## config.mk

```make
export PLATFORM = sky130hd
export DESIGN_NAME = io_mmio_bridge
export DESIGN_NICKNAME = d
export VERILOG_FILES = /design/src/rtl/io_mmio_bridge.sv
export SDC_FILE = /design/constraint.sdc
export NUM_CORES = 1
export LEC_CHECK = 0
export CAP_MARGIN = 25
export CORE_UTILIZATION = 44
export CTS_CLUSTER_SIZE = 12
export DETAILED_ROUTE_END_ITERATION = 16
export HOLD_SLACK_MARGIN = 0.08
export PLACE_DENSITY = 0.88
export SLEW_MARGIN = 20
export SYNTH_ARGS = -nofsm -noshare
export SYNTH_HDL_FRONTEND = slang
export SYNTH_SLANG_ARGS = --single-unit
```

## constraint.sdc

```tcl
create_clock -name clk -period 3.54 [get_ports clk]
set_clock_uncertainty 0.1 [all_clocks]
set_input_delay 1.062 -clock clk [delete_from_list [all_inputs] [get_ports clk]]
set_output_delay 1.062 -clock clk [all_outputs]
set_load 0.05 [all_outputs]
```

## src/rtl/io_mmio_bridge.sv

```systemverilog
// rtl/io_mmio_bridge.sv - memory-mapped IO bridge: command latch, status sync, sticky edge events, goal counter
module io_mmio_bridge #(
  parameter int unsigned IO_BASE     = 4096,
  parameter int unsigned SYNC_STAGES = 2
) (
  input  logic        clk,
  input  logic        reset_n,
  input  logic [31:0] addr,
  input  logic [31:0] wdata,
  input  logic        we,
  input  logic        re,
  output logic        io_sel,
  output logic [31:0] rdata,
  output logic        rdata_valid,
  output logic [31:0] reg_24,
  output logic        cmd_strobe,
  input  logic [31:0] reg_25
);

  localparam logic [31:0] BASE = 32'(IO_BASE);

  logic [31:0] offset;
  logic        store;
  logic        load;
  logic        sel_cmd;
  logic        sel_status;
  logic        sel_events;
  logic        sel_goals;

  assign io_sel     = (addr >= BASE);
  assign offset     = addr - BASE;
  assign store      = we && io_sel;
  // A store wins over a simultaneous load; the load is simply dropped.
  assign load       = re && !we && io_sel;
  assign sel_cmd    = (offset == 32'd0);
  assign sel_status = (offset == 32'd1);
  assign sel_events = (offset == 32'd2);
  assign sel_goals  = (offset == 32'd3);

  logic unused_status_hi;
  assign unused_status_hi = ^reg_25[31:6];

  logic [5:0] sync_q [SYNC_STAGES];
  logic [5:0] sync;
  logic [5:0] prev;
  logic [5:0] rise;
  logic       limit_rise;
  logic       beam_rise;
  logic       goalie_rise;
  logic [15:0] goals;

  assign sync = sync_q[SYNC_STAGES-1];
  assign rise = sync & ~prev;

  always_ff @(posedge clk) begin
    if (!reset_n) begin
      for (int i = 0; i < int'(SYNC_STAGES); i++) sync_q[i] <= 6'd0;
      prev <= 6'd0;
    end else begin
      sync_q[0] <= reg_25[5:0];
      for (int i = 1; i < int'(SYNC_STAGES); i++) sync_q[i] <= sync_q[i-1];
      prev <= sync;
    end
  end

  logic clr_events;
  logic clr_goals;

  assign clr_events = load && sel_events;
  assign clr_goals  = store && sel_goals;

  // Flags are set from the combinational rise so set beats a same-cycle clear.
  always_ff @(posedge clk) begin
    if (!reset_n) begin
      limit_rise  <= 1'b0;
      beam_rise   <= 1'b0;
      goalie_rise <= 1'b0;
    end else begin
      limit_rise  <= (limit_rise  && !clr_events) || rise[5];
      beam_rise   <= (beam_rise   && !clr_events) || rise[4];
      goalie_rise <= (goalie_rise && !clr_events) || rise[0];
    end
  end

  always_ff @(posedge clk) begin
    if (!reset_n) begin
      goals <= 16'd0;
    end else if (rise[4]) begin
      if (clr_goals) goals <= 16'd1;
      else if (goals != 16'hFFFF) goals <= goals + 16'd1;
    end else if (clr_goals) begin
      goals <= 16'd0;
    end
  end

  logic [31:0] load_data;

  always_comb begin
    load_data = 32'd0;
    if (sel_cmd)         load_data = reg_24;
    else if (sel_status) load_data = {26'd0, sync};
    else if (sel_events) load_data = {29'd0, goalie_rise, beam_rise, limit_rise};
    else if (sel_goals)  load_data = {16'd0, goals};
  end

  always_ff @(posedge clk) begin
    if (!reset_n) begin
      reg_24      <= 32'd0;
      cmd_strobe  <= 1'b0;
      rdata       <= 32'd0;
      rdata_valid <= 1'b0;
    end else begin
      cmd_strobe  <= store && sel_cmd;
      if (store && sel_cmd) reg_24 <= wdata;
      rdata_valid <= load;
      if (load) rdata <= load_data;
    end
  end

endmodule

```

**Word-level counts from Yosys, hierarchy flattened**

Memories as Yosys holds them, arrays and structs flattened.
Cells that the tools add are included.

- Add/subtract/negate cells: 2
- $lt $le $gt $ge: 1
- Equality and inequality tests: 4
- Multiplexer cells: 12
- Bitwise logic cells: 4
- Reduce and logical (&&, ||, !) cells: 18

Operators with widths:

| kind | number |
|---|---|
| two-way mux 16 bit | 7 |
| == test 32 x 2 -> 1 bit (second input constant) | 2 |
| == test 32 x 1 -> 1 bit (second input constant) | 1 |
| greater-or-equal comparator 32 x 13 -> 1 bit (second input constant) | 1 |
| zero test 32 bit | 1 |
| two-way mux 32 bit | 1 |
| subtractor 32 x 13 -> 32 bit (second input constant) | 1 |
| adder 16 x 1 -> 16 bit (second input constant) | 1 |
| != test 16 bit (second input constant) | 1 |
| two-way mux 6 bit | 2 |
| logical AND 1 bit | 9 |
| AND 6 bit | 1 |
| NOT 6 bit | 1 |
| nonzero test 2 bit | 2 |
| logical OR 1 bit | 3 |
| zero test 1 bit | 2 |
| two-way mux 1 bit | 2 |
| OR 1 bit | 2 |
| AND reduction 2 bit | 1 |

- Bits in registers: 91
- Memory bits (writable): 12
- Bits of input ports: 100
- Output and inout bits: 67
- Word-level logic and storage cells: 51
- Memories kept: 1

Memories:

| name | depth | width | rd ports | clocked after memory_dff | write ports | line | RTL |
|---|---|---|---|---|---|---|---|
| sync_q | 2 | 6 | 2 | 0 | 2 | 43 | `logic [5:0] sync_q [SYNC_STAGES];` |

**Depth between registers and ports, before layout**

Gate-level depths: netlist of the first run.

- Depth in word-level cells: 7
- Mapped depth: 8
- Depth with buffers taken out: 7

**Least setup slack after synthesis of the first run**

Ideal clock, no wire load.

- Path kind: input to output
- Start point: in addr[17]
- End point: out io_sel
- Data arrival time: 2.234 ns
- Data required time: 2.378 ns
- Path slack: 0.144 ns
- Cell stages on the path: 3
- Cells stage by stage: or3_1 > and4bb_2 > nand3_1

- Longest elaborated chain between the ends: 1

RTL lines:

| what | line | RTL |
|---|---|---|
| start, declared | 8 | `input logic [31:0] addr,` |
| greater-or-equal comparator 32 x 13 -> 1 bit | 30 | `assign io_sel = (addr >= BASE);` |
| end, declared | 12 | `output logic io_sel,` |

No other way between the ends.

**Worst setup path after layout of the first run**

- Start point: in addr[24]
- End point: out io_sel

Same word-level chain as after synthesis.

==> results of run 1 <==
power groups by stage:
stage / clock network, mW / registers [mW] / logic (mW)
final: 0.722 / 1.14 / 0.219
after global routing: 0.779 / 1.14 / 0.234
after CTS: 0.732 / 1.14 / 0.217
after detailed placement: 0 / 1.16 / 0.216
after global placement: 0 / 1.16 / 0.210
after floorplan: 0 / 1.16 / 0.0785
timing repair:
| action | 4_1_cts | 5_1_grt |
|---|---|---|
| setup buffers | 3 | 0 |
| setup endpoints to repair | 1 | 0 |
| gates resized for setup | 16 | 0 |
Yosys cell counts (all sizes together), types with 2 or more instances:
cell type and n:
o21ai 37, inv 6, nand2 42, and2 15, or2 3, xnor2 5
buf 15, or3 8, a21oi 71, mux2i 4, a211o 2, o31a 2
a31oi 2, nor3 9, dfxtp 100, a211oi 2, nor2 27, or4 3
a2111o 2, nand4 56, nor4 8, and3 3, clkbuf 29, o31ai 2
o22ai 2, xor2 3, nor4b 2, nand3 27, a22o 13, mux2 4
per-layer routing:
layer / wire length, um / global-route usage
met4: 339 / 0.113
met1: 5160 / 0.289
met3: 930 / 0.0595
met5: 0 / 0
met2: 6590 / 0.449
sequential cells by signal, summed over array words and instances (netlist names):
name / cells
beam_rise: 1
goalie_rise: 1
reg_24: 32
rdata_valid: 1
prev: 3
cmd_strobe: 1
limit_rise: 1
rdata: 32
goals: 16
sync_q: 12
cell families after synthesis:
| logic type | after synthesis | share of synthesized area |
|---|---|---|
| compound gates | 141 | 0.196 |
| xor+xnor | 8 | 0.0159 |
| fa+ha+maj | 1 | 0.00284 |
| buf+inv | 50 | 0.0540 |
| flops | 100 | 0.455 |
| mux | 8 | 0.0193 |
| simple gates | 210 | 0.257 |
worst max-delay path: stages:
cell and delay, ps:
clkdlybuf4s50_1 420, nor3_1 260, and4bb_2 300, nand3_2 90
buf_6 160
cell usage in the layout (no fill, tap or decap), types with 3 or more instances in the layout:
| master | instances |
|---|---|
| buf_4 | 26 |
| a22o_1 | 13 |
| dfxtp_1 | 100 |
| nor2_1 | 27 |
| and3_1 | 3 |
| buf_12 | 9 |
| xnor2_1 | 5 |
| nand2_1 | 42 |
| mux2_2 | 4 |
| clkdlybuf4s50_1 | 130 |
| or3_1 | 5 |
| xor2_1 | 3 |
| dlygate4sd2_1 | 9 |
| inv_1 | 5 |
| or2_2 | 3 |
| mux2i_1 | 4 |
| or3_4 | 3 |
| nor3_1 | 7 |
| o21ai_0 | 14 |
| nor4_1 | 7 |
| o21ai_1 | 22 |
| nand3_1 | 26 |
| and2_1 | 15 |
| nand4_1 | 56 |
| clkbuf_8 | 9 |
| a21oi_1 | 70 |
metrics by stage:
stage           util  worst slack [ps]  cells  hold WS, ps
2_1_floorplan      -               144    518          308
3_3_place_gp   0.630              -297    780          310
3_5_place_dp   0.630              -378    780          320
4_1_cts        0.654              84.8    797          337
5_1_grt        0.654              4.53    797          345
6_report       0.654              72.6    797          336
final cells by class:
type	count	area, um^2	share of cell area
tap	133	166	0.0262
clock inverter	6	65.1	0.0102
sequential	100	2000	0.315
multi-input combinational	368	2210	0.348
clock buffer	9	124	0.0195
timing repair buffer	175	1770	0.278
inverter	6	22.5	0.00354
how the worst min path moves through the flow:
stage,depth (start not counted),to,from
6_report,1,limit_rise$_SDFF_PN0_,prev[5]$_SDFF_PN0_
3_3_place_gp,1,goalie_rise$_SDFF_PN0_,prev[0]$_SDFF_PN0_
4_1_cts,1,limit_rise$_SDFF_PN0_,prev[5]$_SDFF_PN0_
5_1_grt,1,goalie_rise$_SDFF_PN0_,prev[0]$_SDFF_PN0_
2_1_floorplan,1,limit_rise$_SDFF_PN0_,prev[5]$_SDFF_PN0_
3_5_place_dp,1,sync_q[0][11]$_SDFF_PN0_,sync_q[0][5]$_SDFF_PN0_
==> reports/metrics.csv, run 1 <==
metric,value,unit
outcome,completed,
"CTS clk-pin slew, worst paths",90,ps
total nets after synthesis,619,
CP endpoint,io_sel,
setup TNS,0,ps
routed len/inst,16.3,um
Synth Register Bits,100,
crit end category,primary output,
Max clock buf depth,2,
Worst EP arrival,2310,ps
initial antenna violation count,0,
final WL,13000,um
nets,761,
number of diodes,0,
DRT Pass-1 Iters,4,
area grow syn2layout,44.5,%
Post-synth EDFFs,0,
1st-iter DRT viols,239,
via count,4591,
first-pass GRT wire length,20600,um
worst slew pin tran,879,ps
design area,6360,um^2
largest cells by area after synthesis,"dfxtp_1 45%, a21oi_1 8.1%, nand4_1 8.0%",
FF-to-FF Start,goals[0]$_SDFFE_PN0P_,
Hold WC Path Type,reg -> reg,
Worst Path Max Fanout,2,
Congestion Overflow GR,0,
kind of critical path,in -> out,
combinational share of power,0.105,
placed inst area,6130,um^2
core box area,9730,um^2
switching share of total power,0.243,
sequential area share after synthesis,0.455,
DR DRC count,0,
Sequential Power Share,0.547,
fin crit share,0.979,
max cap viols,0,
Root Driver,clkbuf_8,
Hold Fails Final Rpt,0,
fraction of registers with async set/reset,0,
pin count of the biggest net entering global routing,49,
Initial Utilization,0.452,
Die Ht,102,um
Slew Limit Fails,0,
Register-to-Register Path Depth,7,
Internal,1.57,mW
clock network power share,0.347,
RSZ-0062 raised after global routing,no,
Synth top area share,0.455,
CTS tree,yes,
Worst setup SP type,input port,
Netlist cell types,53,
Max Freq,288,MHz
worst setup path startpoint,addr[24],
# setup viols final,0,
FILL cells,823,
Power Total,2.08,mW
clk_lat worst skew,360,ps
post-route ant nets,0,
CTS buffer count,9,
Yosys top cell by area,dfxtp_1,
GRT Overall Usage,0.253,
"Top FF cell, synth",dfxtp_1,
minimum clock period,3470,ps
H-tree depth,3,
Placer Congestion,0.900,
hold buffers post-CTS,0,
port bufs,140,
Leak,2.11,nW
worst IR drop on VDD,0.000176,V
reg-to-reg endpoint,goals[7]$_SDFFE_PN0P_,
Site Rows,36,
share of cells above drive strength 1,0.108,
Synth Cell Area,4400,um^2
R2R Setup Slk,870,ps
Num Clock Sinks,100,
IO Count,167,
DPL Wire Length,9210,um
drt via density,5.76,
synthesized instance count,518,
PD cells,327,nW/um^2
Switching Power,0.506,mW
Die Wd,102,um
Synthesis Warnings,0,
die footprint,10400,um^2
worst rel slew slack,0.409,
Avg Inst Size Synth,8.50,um^2
CP required,2380,ps
vias in the first global route,4351,
(Power assumes the default switching activity.)
==> inputs of run 2 (changes only) <==
--- a/config.mk
+++ b/config.mk
@@ -6,11 +6,11 @@
 export NUM_CORES = 1
 export LEC_CHECK = 0
 export CAP_MARGIN = 25
-export CORE_UTILIZATION = 44
+export CORE_UTILIZATION = 35
 export CTS_CLUSTER_SIZE = 12
 export DETAILED_ROUTE_END_ITERATION = 16
 export HOLD_SLACK_MARGIN = 0.08
-export PLACE_DENSITY = 0.88
+export PLACE_DENSITY = 0.74
 export SLEW_MARGIN = 20
 export SYNTH_ARGS = -nofsm -noshare
 export SYNTH_HDL_FRONTEND = slang
==> run 2 against run 1 <==
  * Sequential share of layout area decreased by 0.99 points
  * First-iteration DRC count increased by 4.6%
  * Via count decreased by 1.7%
  * Core utilization decreased by 11 points
  * Non-clock buffer count decreased by 2
  * Final cell count increased by 4.3%
  * Largest power group unchanged
  * Flip-flop and latch count unchanged
  * Combinational power about the same
  * Maximum frequency decreased by 0.65%
==> reports/metrics.csv, run 2 (synthesis gave the netlist of run 1 again) <==
metric,value,unit
pin count of the biggest net entering global routing,57,
Hold EP,sync_q[0][11]$_SDFF_PN0_,
vias in the first global route,4329,
worst rel slew slack,0.359,
CTS tree,yes,
post-route ant nets,0,
Num Clock Sinks,100,
worst slew pin tran,954,ps
Top Registers,"rdata: 32 flops, reg_24: 32 flops, goals: 16 flops",
worst setup path startpoint,addr[24],
design area,6570,um^2
Leak,2.17,nW
core box area,12100,um^2
kind of critical path,in -> reg,
nets,759,
hold buffers post-CTS,0,
post-placement cell count,813,
IO Count,167,
hold_sp,sync_q[0][5]$_SDFF_PN0_,
Max clock buf depth,2,
DPL Wire Length,9320,um
Placer Congestion,0.838,
"Core Util, Final",0.542,
first-pass GRT wire length,20800,um
Power Total,2.42,mW
reg-to-reg endpoint,goals[9]$_SDFFE_PN0P_,
worst IR drop on VDD,0.000188,V
H-tree depth,3,
routed len/inst,15.9,um
max cap viols,0,
placed inst area,6180,um^2
Die Wd,114,um
"CTS clk-pin slew, worst paths",70,ps
outcome,completed,
Worst setup SP type,input port,
fin crit share,0.986,
area grow syn2layout,49.2,%
hold path depth,1,
initial antenna violation count,0,
Place WS,-462,ps
Congestion Overflow GR,0,
Die Ht,114,um
Worst EP arrival,3620,ps
share of cells above drive strength 1,0.110,
FF-to-FF Start,goals[0]$_SDFFE_PN0P_,
Min Hold Slack,332,ps
die footprint,13000,um^2
Slew Limit Fails,0,
CTS buffer count,9,
drt via density,5.43,
DR DRC count,0,
number of diodes,0,
Setup WS post-layout,49.9,ps
CP required,3670,ps
GRT Overall Usage,0.203,
Site Rows,40,
# setup viols final,0,
Root Driver,clkbuf_16,
port bufs,140,
PD cells,368,nW/um^2
crit end category,flop,
Initial Utilization,0.363,
1st-iter DRT viols,250,
via count,4513,
Max Freq,287,MHz
R2R Setup Slk,750,ps
Hold WC Path Type,reg -> reg,
minimum clock period,3490,ps
Register-to-Register Path Depth,7,
DRT Pass-1 Iters,5,
"commonest non-fill, non-tap cell in the layout",clkdlybuf4s50_1,
most frequent cells in the layout,"130 x clkdlybuf4s50_1, 100 x dfxtp_1, 70 x a21oi_1",
RSZ-0062 raised after global routing,yes,
Worst Path Max Fanout,27,
Finished Layout Cells,831,
clk_lat worst skew,350,ps
Hold Fails Final Rpt,0,
setup TNS,0,ps
final WL,13200,um
==> run 2: routing by layer <==
layer | vias to the layer above | share of wire | global-route usage
met4 | 0 | 0.022 | 0.0892
li1 | 2185 | - | -
met5 | - | 0 | 0
met2 | 163 | 0.49 | 0.354
met1 | 2142 | 0.42 | 0.235
met3 | 23 | 0.067 | 0.0524
==> run 2: what timing repair did <==
item                                    4_1_cts  5_1_grt
pin swaps                                     6        2
gates resized for setup                      18        7
cloned                                        0        0
endpoints found under the setup margin       12        1
setup buffers                                 2        0
==> run 2: worst max path at each step <==
stage	slack [ps]	cells after the start	end
CTS	50	5	io_sel
global route	-3	8	reg_24[12]$_SDFFE_PN0P_
floorplan	140	3	io_sel
global placement	-340	8	reg_24[7]$_SDFFE_PN0P_
detailed placement	-460	8	reg_24[7]$_SDFFE_PN0P_
finish	50	8	reg_24[9]$_SDFFE_PN0P_
==> run 2: area by class of cell <==
cell class	count	area [um^2]
multi-input cells	368	2230
clock inverters	4	72.6
fillers	1120	5550
well taps	168	210
repair buffers	173	1780
flip-flops and latches	100	2000
clock buffers	12	246
inverters	6	22.5
==> run 2: worst max-delay path: stages <==
cell	delay, ps
clkdlybuf4s50_1	430
or3_1	390
a211o_1	240
or4_4	510
a2111o_4	520
buf_12	200
o21ai_0	170
a21oi_1	80
==> run 2: power by group <==
| group | leakage, nW | internal [mW] | switching [mW] |
|---|---|---|---|
| Clock | 0.153 | 0.638 | 0.420 |
| Sequential | 0.809 | 1.13 | 0.00391 |
| Combinational | 1.21 | 0.117 | 0.104 |
| Total | 2.17 | 1.89 | 0.528 |
